File: src/rtl/alu_issue_arbiter.sv
// Round-robin issue of NUM_REQ requesters onto one shared integer ALU.
// S1 holds the granted op, S2 holds the registered result driving out_*.
module alu_issue_arbiter #(
  parameter int NUM_REQ      = 4,
  parameter int DATA_WIDTH   = 32,
  parameter int TAG_WIDTH    = 6,
  parameter int OPCODE_WIDTH = 7,
  parameter int FUNCT3_WIDTH = 3,
  parameter int FUNCT7_WIDTH = 7
) (
  input  logic                               clk,
  input  logic                               rst_n,
  input  logic                               flush,
  input  logic [NUM_REQ-1:0]                 req_valid,
  output logic [NUM_REQ-1:0]                 req_ready,
  input  logic [NUM_REQ*DATA_WIDTH-1:0]      req_operand1,
  input  logic [NUM_REQ*DATA_WIDTH-1:0]      req_operand2,
  input  logic [NUM_REQ*OPCODE_WIDTH-1:0]    req_opcode,
  input  logic [NUM_REQ*FUNCT3_WIDTH-1:0]    req_funct3,
  input  logic [NUM_REQ*FUNCT7_WIDTH-1:0]    req_funct7,
  input  logic [NUM_REQ*TAG_WIDTH-1:0]       req_tag,
  output logic                               out_valid,
  input  logic                               out_ready,
  output logic [DATA_WIDTH-1:0]              out_result,
  output logic                               out_zero,
  output logic [TAG_WIDTH-1:0]               out_tag,
  output logic [$clog2(NUM_REQ)-1:0]         out_src,
  output logic [1:0]                         inflight
);

  localparam int SRC_W = $clog2(NUM_REQ);
  localparam logic [SRC_W-1:0]        LAST_SRC = SRC_W'(NUM_REQ - 1);
  localparam logic [OPCODE_WIDTH-1:0] OP_R     = OPCODE_WIDTH'(7'b0110011);
  localparam logic [OPCODE_WIDTH-1:0] OP_I     = OPCODE_WIDTH'(7'b0010011);
  localparam logic [FUNCT7_WIDTH-1:0] F7_ALT   = FUNCT7_WIDTH'(7'b0100000);
  localparam logic [6:0]              IMM_ALT  = 7'b0100000;
  localparam logic [FUNCT3_WIDTH-1:0] F3_ADD   = FUNCT3_WIDTH'(0);
  localparam logic [FUNCT3_WIDTH-1:0] F3_SLL   = FUNCT3_WIDTH'(1);
  localparam logic [FUNCT3_WIDTH-1:0] F3_SLT   = FUNCT3_WIDTH'(2);
  localparam logic [FUNCT3_WIDTH-1:0] F3_SLTU  = FUNCT3_WIDTH'(3);
  localparam logic [FUNCT3_WIDTH-1:0] F3_XOR   = FUNCT3_WIDTH'(4);
  localparam logic [FUNCT3_WIDTH-1:0] F3_SR    = FUNCT3_WIDTH'(5);
  localparam logic [FUNCT3_WIDTH-1:0] F3_OR    = FUNCT3_WIDTH'(6);
  localparam logic [FUNCT3_WIDTH-1:0] F3_AND   = FUNCT3_WIDTH'(7);

  logic [DATA_WIDTH-1:0]   op1_a [NUM_REQ];
  logic [DATA_WIDTH-1:0]   op2_a [NUM_REQ];
  logic [OPCODE_WIDTH-1:0] opc_a [NUM_REQ];
  logic [FUNCT3_WIDTH-1:0] f3_a  [NUM_REQ];
  logic [FUNCT7_WIDTH-1:0] f7_a  [NUM_REQ];
  logic [TAG_WIDTH-1:0]    tag_a [NUM_REQ];

  for (genvar g = 0; g < NUM_REQ; g++) begin : g_unpack
    assign op1_a[g] = req_operand1[g*DATA_WIDTH +: DATA_WIDTH];
    assign op2_a[g] = req_operand2[g*DATA_WIDTH +: DATA_WIDTH];
    assign opc_a[g] = req_opcode[g*OPCODE_WIDTH +: OPCODE_WIDTH];
    assign f3_a[g]  = req_funct3[g*FUNCT3_WIDTH +: FUNCT3_WIDTH];
    assign f7_a[g]  = req_funct7[g*FUNCT7_WIDTH +: FUNCT7_WIDTH];
    assign tag_a[g] = req_tag[g*TAG_WIDTH +: TAG_WIDTH];
  end

  logic                    s1_valid_q, s1_valid_d;
  logic [DATA_WIDTH-1:0]   s1_op1_q, s1_op2_q;
  logic [OPCODE_WIDTH-1:0] s1_opc_q;
  logic [FUNCT3_WIDTH-1:0] s1_f3_q;
  logic [FUNCT7_WIDTH-1:0] s1_f7_q;
  logic [TAG_WIDTH-1:0]    s1_tag_q;
  logic [SRC_W-1:0]        s1_src_q;

  logic                    s2_valid_q, s2_valid_d;
  logic [DATA_WIDTH-1:0]   s2_result_q;
  logic                    s2_zero_q;
  logic [TAG_WIDTH-1:0]    s2_tag_q;
  logic [SRC_W-1:0]        s2_src_q;

  logic [SRC_W-1:0]        rr_ptr_q, rr_ptr_d;

  logic                    s2_adv, s1_adv, s1_to_s2;
  logic                    gnt_found, hs;
  logic [SRC_W-1:0]        gnt_idx, rr_idx;
  logic [DATA_WIDTH-1:0]   alu_res;
  logic [4:0]              shamt;
  logic                    is_r, is_i, alt_r, alt_i;

  assign s2_adv   = ~s2_valid_q | out_ready;
  assign s1_adv   = ~s1_valid_q | s2_adv;
  assign s1_to_s2 = s1_valid_q & s2_adv & ~flush;
  assign hs       = gnt_found & s1_adv & ~flush;

  // First valid requester at or after rr_ptr, wrapping past NUM_REQ-1.
  always_comb begin
    gnt_found = 1'b0;
    gnt_idx   = '0;
    rr_idx    = '0;
    for (int k = 0; k < NUM_REQ; k++) begin
      rr_idx = SRC_W'((int'(rr_ptr_q) + k) % NUM_REQ);
      if (!gnt_found && req_valid[rr_idx]) begin
        gnt_found = 1'b1;
        gnt_idx   = rr_idx;
      end
    end
  end

  // rst_n gates ready so nothing looks accepted while the core is held in reset.
  always_comb begin
    req_ready = '0;
    if (hs && rst_n) req_ready[gnt_idx] = 1'b1;
  end

  always_comb begin
    rr_ptr_d = rr_ptr_q;
    if (hs) rr_ptr_d = (gnt_idx == LAST_SRC) ? '0 : gnt_idx + 1'b1;
  end

  always_comb begin
    s1_valid_d = s1_valid_q;
    if (flush)       s1_valid_d = 1'b0;
    else if (hs)     s1_valid_d = 1'b1;
    else if (s1_adv) s1_valid_d = 1'b0;
  end

  always_comb begin
    s2_valid_d = s2_valid_q;
    if (flush)          s2_valid_d = 1'b0;
    else if (s1_to_s2)  s2_valid_d = 1'b1;
    else if (out_ready) s2_valid_d = 1'b0;
  end

  // RV32I integer ALU; unknown opcodes fall back to ADD.
  always_comb begin
    shamt   = s1_op2_q[4:0];
    is_r    = (s1_opc_q == OP_R);
    is_i    = (s1_opc_q == OP_I);
    alt_r   = (s1_f7_q == F7_ALT);
    alt_i   = (s1_op2_q[11:5] == IMM_ALT);
    alu_res = s1_op1_q + s1_op2_q;
    if (is_r || is_i) begin
      case (s1_f3_q)
        F3_ADD:  alu_res = (is_r && alt_r) ? s1_op1_q - s1_op2_q : s1_op1_q + s1_op2_q;
        F3_SLL:  alu_res = s1_op1_q << shamt;
        F3_SLT:  alu_res = {{(DATA_WIDTH-1){1'b0}}, $signed(s1_op1_q) < $signed(s1_op2_q)};
        F3_SLTU: alu_res = {{(DATA_WIDTH-1){1'b0}}, s1_op1_q < s1_op2_q};
        F3_XOR:  alu_res = s1_op1_q ^ s1_op2_q;
        F3_SR:   alu_res = (is_r ? alt_r : alt_i) ? DATA_WIDTH'($signed(s1_op1_q) >>> shamt)
                                                  : s1_op1_q >> shamt;
        F3_OR:   alu_res = s1_op1_q | s1_op2_q;
        F3_AND:  alu_res = s1_op1_q & s1_op2_q;
        default: alu_res = s1_op1_q + s1_op2_q;
      endcase
    end
  end

  always_ff @(posedge clk or negedge rst_n) begin
    if (!rst_n) begin
      rr_ptr_q    <= '0;
      s1_valid_q  <= 1'b0;
      s1_op1_q    <= '0;
      s1_op2_q    <= '0;
      s1_opc_q    <= '0;
      s1_f3_q     <= '0;
      s1_f7_q     <= '0;
      s1_tag_q    <= '0;
      s1_src_q    <= '0;
      s2_valid_q  <= 1'b0;
      s2_result_q <= '0;
      s2_zero_q   <= 1'b1;
      s2_tag_q    <= '0;
      s2_src_q    <= '0;
    end else begin
      rr_ptr_q   <= rr_ptr_d;
      s1_valid_q <= s1_valid_d;
      s2_valid_q <= s2_valid_d;
      if (hs) begin
        s1_op1_q <= op1_a[gnt_idx];
        s1_op2_q <= op2_a[gnt_idx];
        s1_opc_q <= opc_a[gnt_idx];
        s1_f3_q  <= f3_a[gnt_idx];
        s1_f7_q  <= f7_a[gnt_idx];
        s1_tag_q <= tag_a[gnt_idx];
        s1_src_q <= gnt_idx;
      end
      if (s1_to_s2) begin
        s2_result_q <= alu_res;
        s2_zero_q   <= (alu_res == '0);
        s2_tag_q    <= s1_tag_q;
        s2_src_q    <= s1_src_q;
      end
    end
  end

  assign out_valid  = s2_valid_q;
  assign out_result = s2_result_q;
  assign out_zero   = s2_zero_q;
  assign out_tag    = s2_tag_q;
  assign out_src    = s2_src_q;
  assign inflight   = {1'b0, s1_valid_q} + {1'b0, s2_valid_q};

endmodule

File: config.mk
export PLATFORM = sky130hd
export DESIGN_NAME = alu_issue_arbiter
export DESIGN_NICKNAME = d
export VERILOG_FILES = /design/src/rtl/alu_issue_arbiter.sv
export SDC_FILE = /design/constraint.sdc
export NUM_CORES = 1
export LEC_CHECK = 0
export BUFFER_PORTS_ARGS = -buffer_cell sky130_fd_sc_hd__buf_2
export CORE_ASPECT_RATIO = 1.4
export CORE_MARGIN = 1
export CORE_UTILIZATION = 37
export CTS_BUF_LIST = sky130_fd_sc_hd__clkbuf_4 sky130_fd_sc_hd__clkbuf_8 sky130_fd_sc_hd__clkbuf_16
export CTS_CLUSTER_SIZE = 24
export DETAILED_ROUTE_END_ITERATION = 16
export SLEW_MARGIN = 20
export SYNTH_ARGS = -nofsm -noshare
export SYNTH_HDL_FRONTEND = slang
export SYNTH_SLANG_ARGS = --single-unit
File: constraint.sdc
create_clock -name clk -period 11.9 [get_ports clk]
set_input_delay 2.38 -clock clk [delete_from_list [all_inputs] [get_ports clk]]
set_output_delay 2.38 -clock clk [all_outputs]
set_load 0.01 [all_outputs]
Word level (Yosys, flattened, before mapping)
Index checks and enable logic that the tools add are counted.
{"block": "totals", "register_bits": 134, "out_inout_bits": 48, "word_cells": 121, "in_bits": 356}
{"block": "op_classes", "reduce_logical": 14, "muxes": 49, "shift": 3, "n_bitwise": 13, "n_eq_ne": 12, "n_lt_le_gt_ge": 9, "n_addsub": 7}
{"operator": "one-hot mux 32 bit (8 select lines)", "count": 1}
{"operator": "2-to-1 mux 32 bit", "count": 7}
{"operator": "binary-select mux 32 bit (select 2 bit)", "count": 2}
{"operator": "< comparator 32 bit", "count": 2}
{"operator": "adder 32 bit", "count": 1}
{"operator": "AND 32 bit", "count": 1}
{"operator": "logical NOT 32 bit", "count": 1}
{"operator": "OR 32 bit", "count": 1}
{"operator": "<< shifter 32 x 5 -> 32 bit", "count": 1}
{"operator": ">> shifter 32 x 5 -> 32 bit", "count": 1}
{"operator": ">>> shifter 32 x 5 -> 32 bit", "count": 1}
{"operator": "subtractor 32 bit", "count": 1}
{"operator": "XOR 32 bit", "count": 1}
{"operator": "binary-select mux 7 bit (select 2 bit)", "count": 2}
{"operator": "2-to-1 mux 7 bit", "count": 4}
{"operator": "== test 7 x 6 -> 1 bit, second input constant", "count": 3}
{"operator": "2-to-1 mux 1 bit", "count": 16}
{"operator": "< comparator 2 x 3 -> 1 bit, second input constant", "count": 5}
{"operator": "binary-select mux 6 bit (select 2 bit)", "count": 1}
{"operator": "== test 3 bit, second input constant", "count": 4}
{"operator": "2-to-1 mux 6 bit", "count": 2}
{"operator": "2-to-1 mux 2 bit", "count": 5}
{"operator": "binary-select mux 1 bit (select 2 bit)", "count": 4}
{"operator": "== test 7 x 5 -> 1 bit, second input constant", "count": 1}
{"operator": "21 further kinds", "count": 39}

Longest topological paths before layout
{"block": "logic_depth", "ltp_word": 17, "ltp_mapped": 18, "ltp_nobuf": 16}

Worst setup path after synthesis
No wires, ideal clock.
{"block": "synth_timing", "kind": "input port to output port", "start": "input port req_valid[0]", "end": "output port req_ready[3]", "setup_slack_ns": 5.586, "arrival_time_ns": 3.934, "required_ns": 9.520, "cell_stages": 8, "path_buffers": 3, "path_cell_list": "nor3b_1 a211o_1 clkbuf_1 clkinv_1 clkbuf_1 clkbuf_1 ha_1 and3_1"}
{"block": "synth_between", "elab_chain_len": 17, "elab_cells_between_ends": 31}
{"item": "from (decl)", "line": "14", "rtl": "input logic [NUM_REQ-1:0] req_valid,"}
{"item": "binary-select mux 1 bit (select 2 bit)", "line": "97", "rtl": "if (!gnt_found && req_valid[rr_idx]) begin"}
{"item": "2-to-1 mux 1 bit (implied by the code)", "line": "97"}
{"item": "2-to-1 mux 1 bit", "line": "97"}
{"item": "logical NOT 1 bit", "line": "97"}
{"item": "logical AND 1 bit", "line": "97"}
{"item": "2-to-1 mux 1 bit", "line": "97"}
{"item": "logical NOT 1 bit", "line": "97"}
{"item": "logical AND 1 bit", "line": "97"}
{"item": "[... 2 more ...]"}
{"item": "logical AND 1 bit", "line": "97"}
{"item": "2-to-1 mux 2 bit (*)", "line": "97"}
{"item": "via gnt_idx[0]", "line": "80", "rtl": "logic [SRC_W-1:0] gnt_idx, rr_idx;"}
{"item": "< comparator 2 x 3 -> 1 bit (implied by the code) / >= comparator 2 x 1 -> 1 bit (equally long branches)", "line": "107", "rtl": "if (hs && rst_n) req_ready[gnt_idx] = 1'b1;"}
{"item": "logical AND 1 bit (implied by the code)", "line": "107"}
{"item": "2-to-1 mux 1 bit (implied by the code)", "line": "107"}
{"item": "demux 1 bit (select 2 bit) (*)", "line": "107"}
{"item": "2-to-1 mux 4 bit (*)", "line": "107"}
{"item": "to (decl)", "line": "15", "rtl": "output logic [NUM_REQ-1:0] req_ready,"}
The timed path passes the listed nets; every way through them passes the cells marked *. The select of a mux whose other input is x is not followed.

Final worst setup path
{"block": "layout_timing", "start": "input port req_valid[0]", "end": "output port req_ready[3]"}
{"block": "layout_between", "elab_chain_len": 17, "elab_cells_between_ends": 31}
{"item": "binary-select mux 1 bit (select 2 bit)", "line": "97"}
{"item": "2-to-1 mux 1 bit (implied by the code)", "line": "97"}
{"item": "2-to-1 mux 1 bit", "line": "97"}
{"item": "logical NOT 1 bit", "line": "97"}
{"item": "logical AND 1 bit", "line": "97"}
{"item": "2-to-1 mux 1 bit", "line": "97"}
{"item": "logical NOT 1 bit", "line": "97"}
{"item": "logical AND 1 bit", "line": "97"}
{"item": "2-to-1 mux 1 bit", "line": "97"}
{"item": "logical NOT 1 bit", "line": "97"}
{"item": "logical AND 1 bit", "line": "97"}
{"item": "2-to-1 mux 2 bit", "line": "97"}
{"item": "< comparator 2 x 3 -> 1 bit (implied by the code) / >= comparator 2 x 1 -> 1 bit (equally long branches)", "line": "107"}
{"item": "logical AND 1 bit (implied by the code)", "line": "107"}
{"item": "2-to-1 mux 1 bit (implied by the code)", "line": "107"}
{"item": "demux 1 bit (select 2 bit)", "line": "107"}
{"item": "2-to-1 mux 4 bit (*)", "line": "107"}
Mark *: on every way between the ends. The rest lies on a longest branch, timed or not. The select of a mux whose other input is x is not followed.

==> flow_metrics.env <==
export IMPL_outcome="finished, final reports clean"
export IMPL_clk_pin_slew_ns=0.07
export IMPL_power_density_mw_per_mm2=309
export IMPL_synth_compound_area_share_pct=24.5
export IMPL_worst_slew_pin_slew_ns=1.19
export IMPL_cts_sinks=134
export IMPL_grt_overflow_total=0
export IMPL_postCtsHoldBufs=0
export IMPL_core_rowCount=94
export IMPL_postRouteAntennaNets=0
export IMPL_power_mw=6.28
export IMPL_synth_xor_area_share_pct=1.05
export IMPL_ctsRootBufferMaster="clkbuf_16"
export IMPL_synth_area_mm2=0.0175
export IMPL_hold_violations=0
export IMPL_grt_util_met3_pct=6.07
export IMPL_clock_path_buffers=2
export IMPL_start_util_pct=37.4
export IMPL_path_buf_inv=4
export IMPL_dr_pass1_iters=6
export IMPL_drive_gt1_share_pct=20.4
export IMPL_synth_avg_cell_area_um2=6.88
export IMPL_start_kind="primary input"
export IMPL_slowest_stage="o22ai_4"
export IMPL_crit_family="compound AO/OA/AOI/OAI gates"
export IMPL_power_leakage_nw=9.24
export IMPL_htreeDepth=4
export IMPL_routedWlPerCell_um=25.6
export IMPL_coreArea_mm2=0.0468
export IMPL_grt_pass1_wl_mm=130
export IMPL_slowest_delay_ns=0.54
export IMPL_grt_usage_pct=36.5
export IMPL_period_needed_ns=6.71
export IMPL_synthMuxAreaShare_pct=11.3
export IMPL_netlist_area_leader_share_pct=19.0
export IMPL_layout_nets=3257
export IMPL_synth_cells=2547
export IMPL_cts_setup_buffers=0
export IMPL_synth_ff_type="dfrtp_1"
export IMPL_num_vias=21000
export IMPL_fin_skew_ns=0.0158
export IMPL_chipWidth_um=186
export IMPL_ys_ff_latch=134
export IMPL_drc=0
export IMPL_min_path_type="reg2reg"
export IMPL_cp_max_fo=67
export IMPL_grt_max_degree=94
export IMPL_portBuffers=403
export IMPL_synth_top_family_by_area="simple AND/OR/NAND/NOR gates"
export IMPL_seq_area_mm2=0.00336
export IMPL_crit_arrival_ns=4.33
export IMPL_fin_tns_setup_ns=0
export IMPL_yosys_area_top_type="dfrtp_1"
export IMPL_synth_seq_area_share_pct=19.2
export IMPL_cts_resized=0
export IMPL_dp_hpwl_mm=67.8
export IMPL_vias_per_cell=6.12
export IMPL_yosysWarnings=0
export IMPL_syn_nets=3007
export IMPL_setup_viol=0
export IMPL_period_share_pct=56.4
export IMPL_antenna_found_initial=5
export IMPL_path_class="in2out"
export IMPL_nFillCells=5016
export IMPL_gp_congestion=1.02
export IMPL_vdd_drop_max_v=0.000114
export IMPL_multi_input_area_mm2=0.0129
export IMPL_cts_tree="done"
export IMPL_max_freq_ghz=0.149
export IMPL_synthArstFlopShare_pct=100
export IMPL_syn_to_final_growth_pct=16.1
export IMPL_cp_end_kind="primary output"
export IMPL_grt_util_met2_pct=58.2
export IMPL_drv_slew=0
export IMPL_max_cap_violations=0
export IMPL_synth_edf_count=0
export IMPL_met1_usage_pct=45.2
export IMPL_synth_simple_area_share_pct=29.0
export IMPL_clk_latency_ns=0.44
export IMPL_die_h_um=259
export IMPL_busiest_layer="met2"
export IMPL_synth_fa_ha_area_share_pct=7.52
export IMPL_wirelength_mm=88.0
export IMPL_synth_area_top_cells="dfrtp_1 (19%), nand2_1 (12%), o21ai_0 (7.3%)"
export IMPL_grt_pass1_vias=20300
export IMPL_required_ns=9.52
export IMPL_rsz0062_at_grt="no"
export IMPL_cp_common_cell="buf_2"
export IMPL_numCtsBuffers=17
export IMPL_design_die_area_mm2=0.0482
export IMPL_ios=404
export IMPL_synthDistinctLibCells=95
export IMPL_max_slew_margin_rel_pct=20.9
export IMPL_drtIter0Drc=2218
export IMPL_crit_chain="buf_2, a21oi_1, o21a_1, o22ai_4, inv_2, buf_4, ha_1, and3_1, buf_2"
final timing paths:
check | startpoint | end | slack (ns) | depth (start not counted)
worst max-delay path | req_valid[0] | req_ready[3] | 5.19 | 9
worst min-delay path | s1_tag_q[3] | out_tag[3] | 0.47 | 2
worst max register to register | s1_op2_q[4] | out_zero | 6.30 | 15
worst min register to register | s1_tag_q[3] | out_tag[3] | 0.47 | 2
max in group asynchronous | rst_n | s1_op1_q[18] | 8.69 | 2
min in group asynchronous | rst_n | s1_op1_q[6] | 1.97 | 1
layout make-up:
| class | instances | area share (%) |
|---|---|---|
| clock buffers | 17 | 2.09 |
| clock inverters | 15 | 0.800 |
| flip-flops and latches | 134 | 16.5 |
| diodes | 4 | 0.0492 |
| inverters | 106 | 1.97 |
| repair buffers | 441 | 11.4 |
| well taps | 624 | 3.84 |
| multi-input cells | 2097 | 63.4 |
synth_stat cells, types with 7 or more instances:
cell type  instances
nand3_1          256
a22o_1            10
mux4_1             7
o21a_1            11
o31ai_1           21
mux2_2            11
nor2_1           214
o21bai_1          11
dfrtp_1          133
o211ai_1          26
clkbuf_1         145
a31oi_1           30
mux4_2            52
nand2_1          567
a22oi_1           22
a211oi_1          29
or3_1              9
nand4_1           14
mux2i_1           48
nor4_1            12
xnor2_1           17
ha_1             102
o221ai_1          10
and2_1             8
nor3_1            29
nor2b_1           14
a21o_1            12
buf_1             17
inv_1            100
and3_1            10
o22ai_1           18
o21ai_0          257
buf_2             34
a2111oi_0         10
a211o_1            7
a21oi_1          126
nand2b_1          15
tightest hold or removal path: stages, from the launching register on:
cell and delay (ns):
dfrtp_1 0.34, nand2_1 0.05, nand2_1 0.05
routing by layer:
metal / up-vias / wire (um)
met2: 1192 / 40700
met3: 292 / 6750
met4: 2 / 6480
li1: 9567 / -
met1: 9995 / 34000
met5: - / 8
report_power, final:
part           total (mW)  internal, mW  switching [mW]  leakage [nW]
clock               0.527         0.296           0.231         0.282
combinational        4.79          1.57            3.22          7.33
sequential          0.961         0.635           0.326          1.63
total                6.28          2.50            3.78          9.24
cells by family after synthesis:
| family | after synthesis |
|---|---|
| AND/OR/NAND/NOR | 1173 |
| AO/OA/AOI/OAI | 680 |
| buffers and inverters | 316 |
| flip-flops | 134 |
| multiplexers | 119 |
| adder cells (fa/ha/maj) | 104 |
| XOR/XNOR | 21 |
stage by stage:
step	worst slack, ns	hold WS [ns]	std cells	cell area (um^2)	util, %
after floorplan	5.59	0.439	2547	17500	-
after global placement	5.18	0.451	3402	19700	42.2
after detailed placement	5.18	0.462	3402	19700	42.2
after CTS	5.18	0.472	3434	20300	43.4
after global routing	5.05	0.480	3438	20300	43.4
final	5.19	0.470	3438	20300	43.4
sequential cells by signal, summed over array words and instances (netlist names), 3 cells and up:
name	cells
out_result	32
out_tag	6
s1_f3_q	3
s1_f7_q	7
s1_op1_q	32
s1_opc_q	7
s1_tag_q	6
s1_op2_q	32
layout by cell type (no fill, tap or decap), drive strengths merged, types with 8 or more instances in the layout:
cell,Yosys,layout
nand2,567,567
buf,63,441
o21ai,264,264
nand3,256,256
nor2,214,214
dfrtp,133,133
a21oi,126,126
inv,101,109
ha,102,102
mux4,59,59
mux2i,48,48
a31oi,30,30
a211oi,30,30
nor3,29,29
o211ai,27,27
a22oi,22,22
o31ai,22,22
o22ai,18,18
xnor2,17,17
clkbuf,147,17
nand2b,15,15
nor2b,14,14
nand4,14,14
a2111oi,13,13
nor4,12,12
a21o,12,12
mux2,12,12
o21a,11,11
o21bai,11,11
and3,10,10
a22o,10,10
o221ai,10,10
or3,9,9
clkinv,5,9
and2,8,8
(Power assumes the default switching activity.)
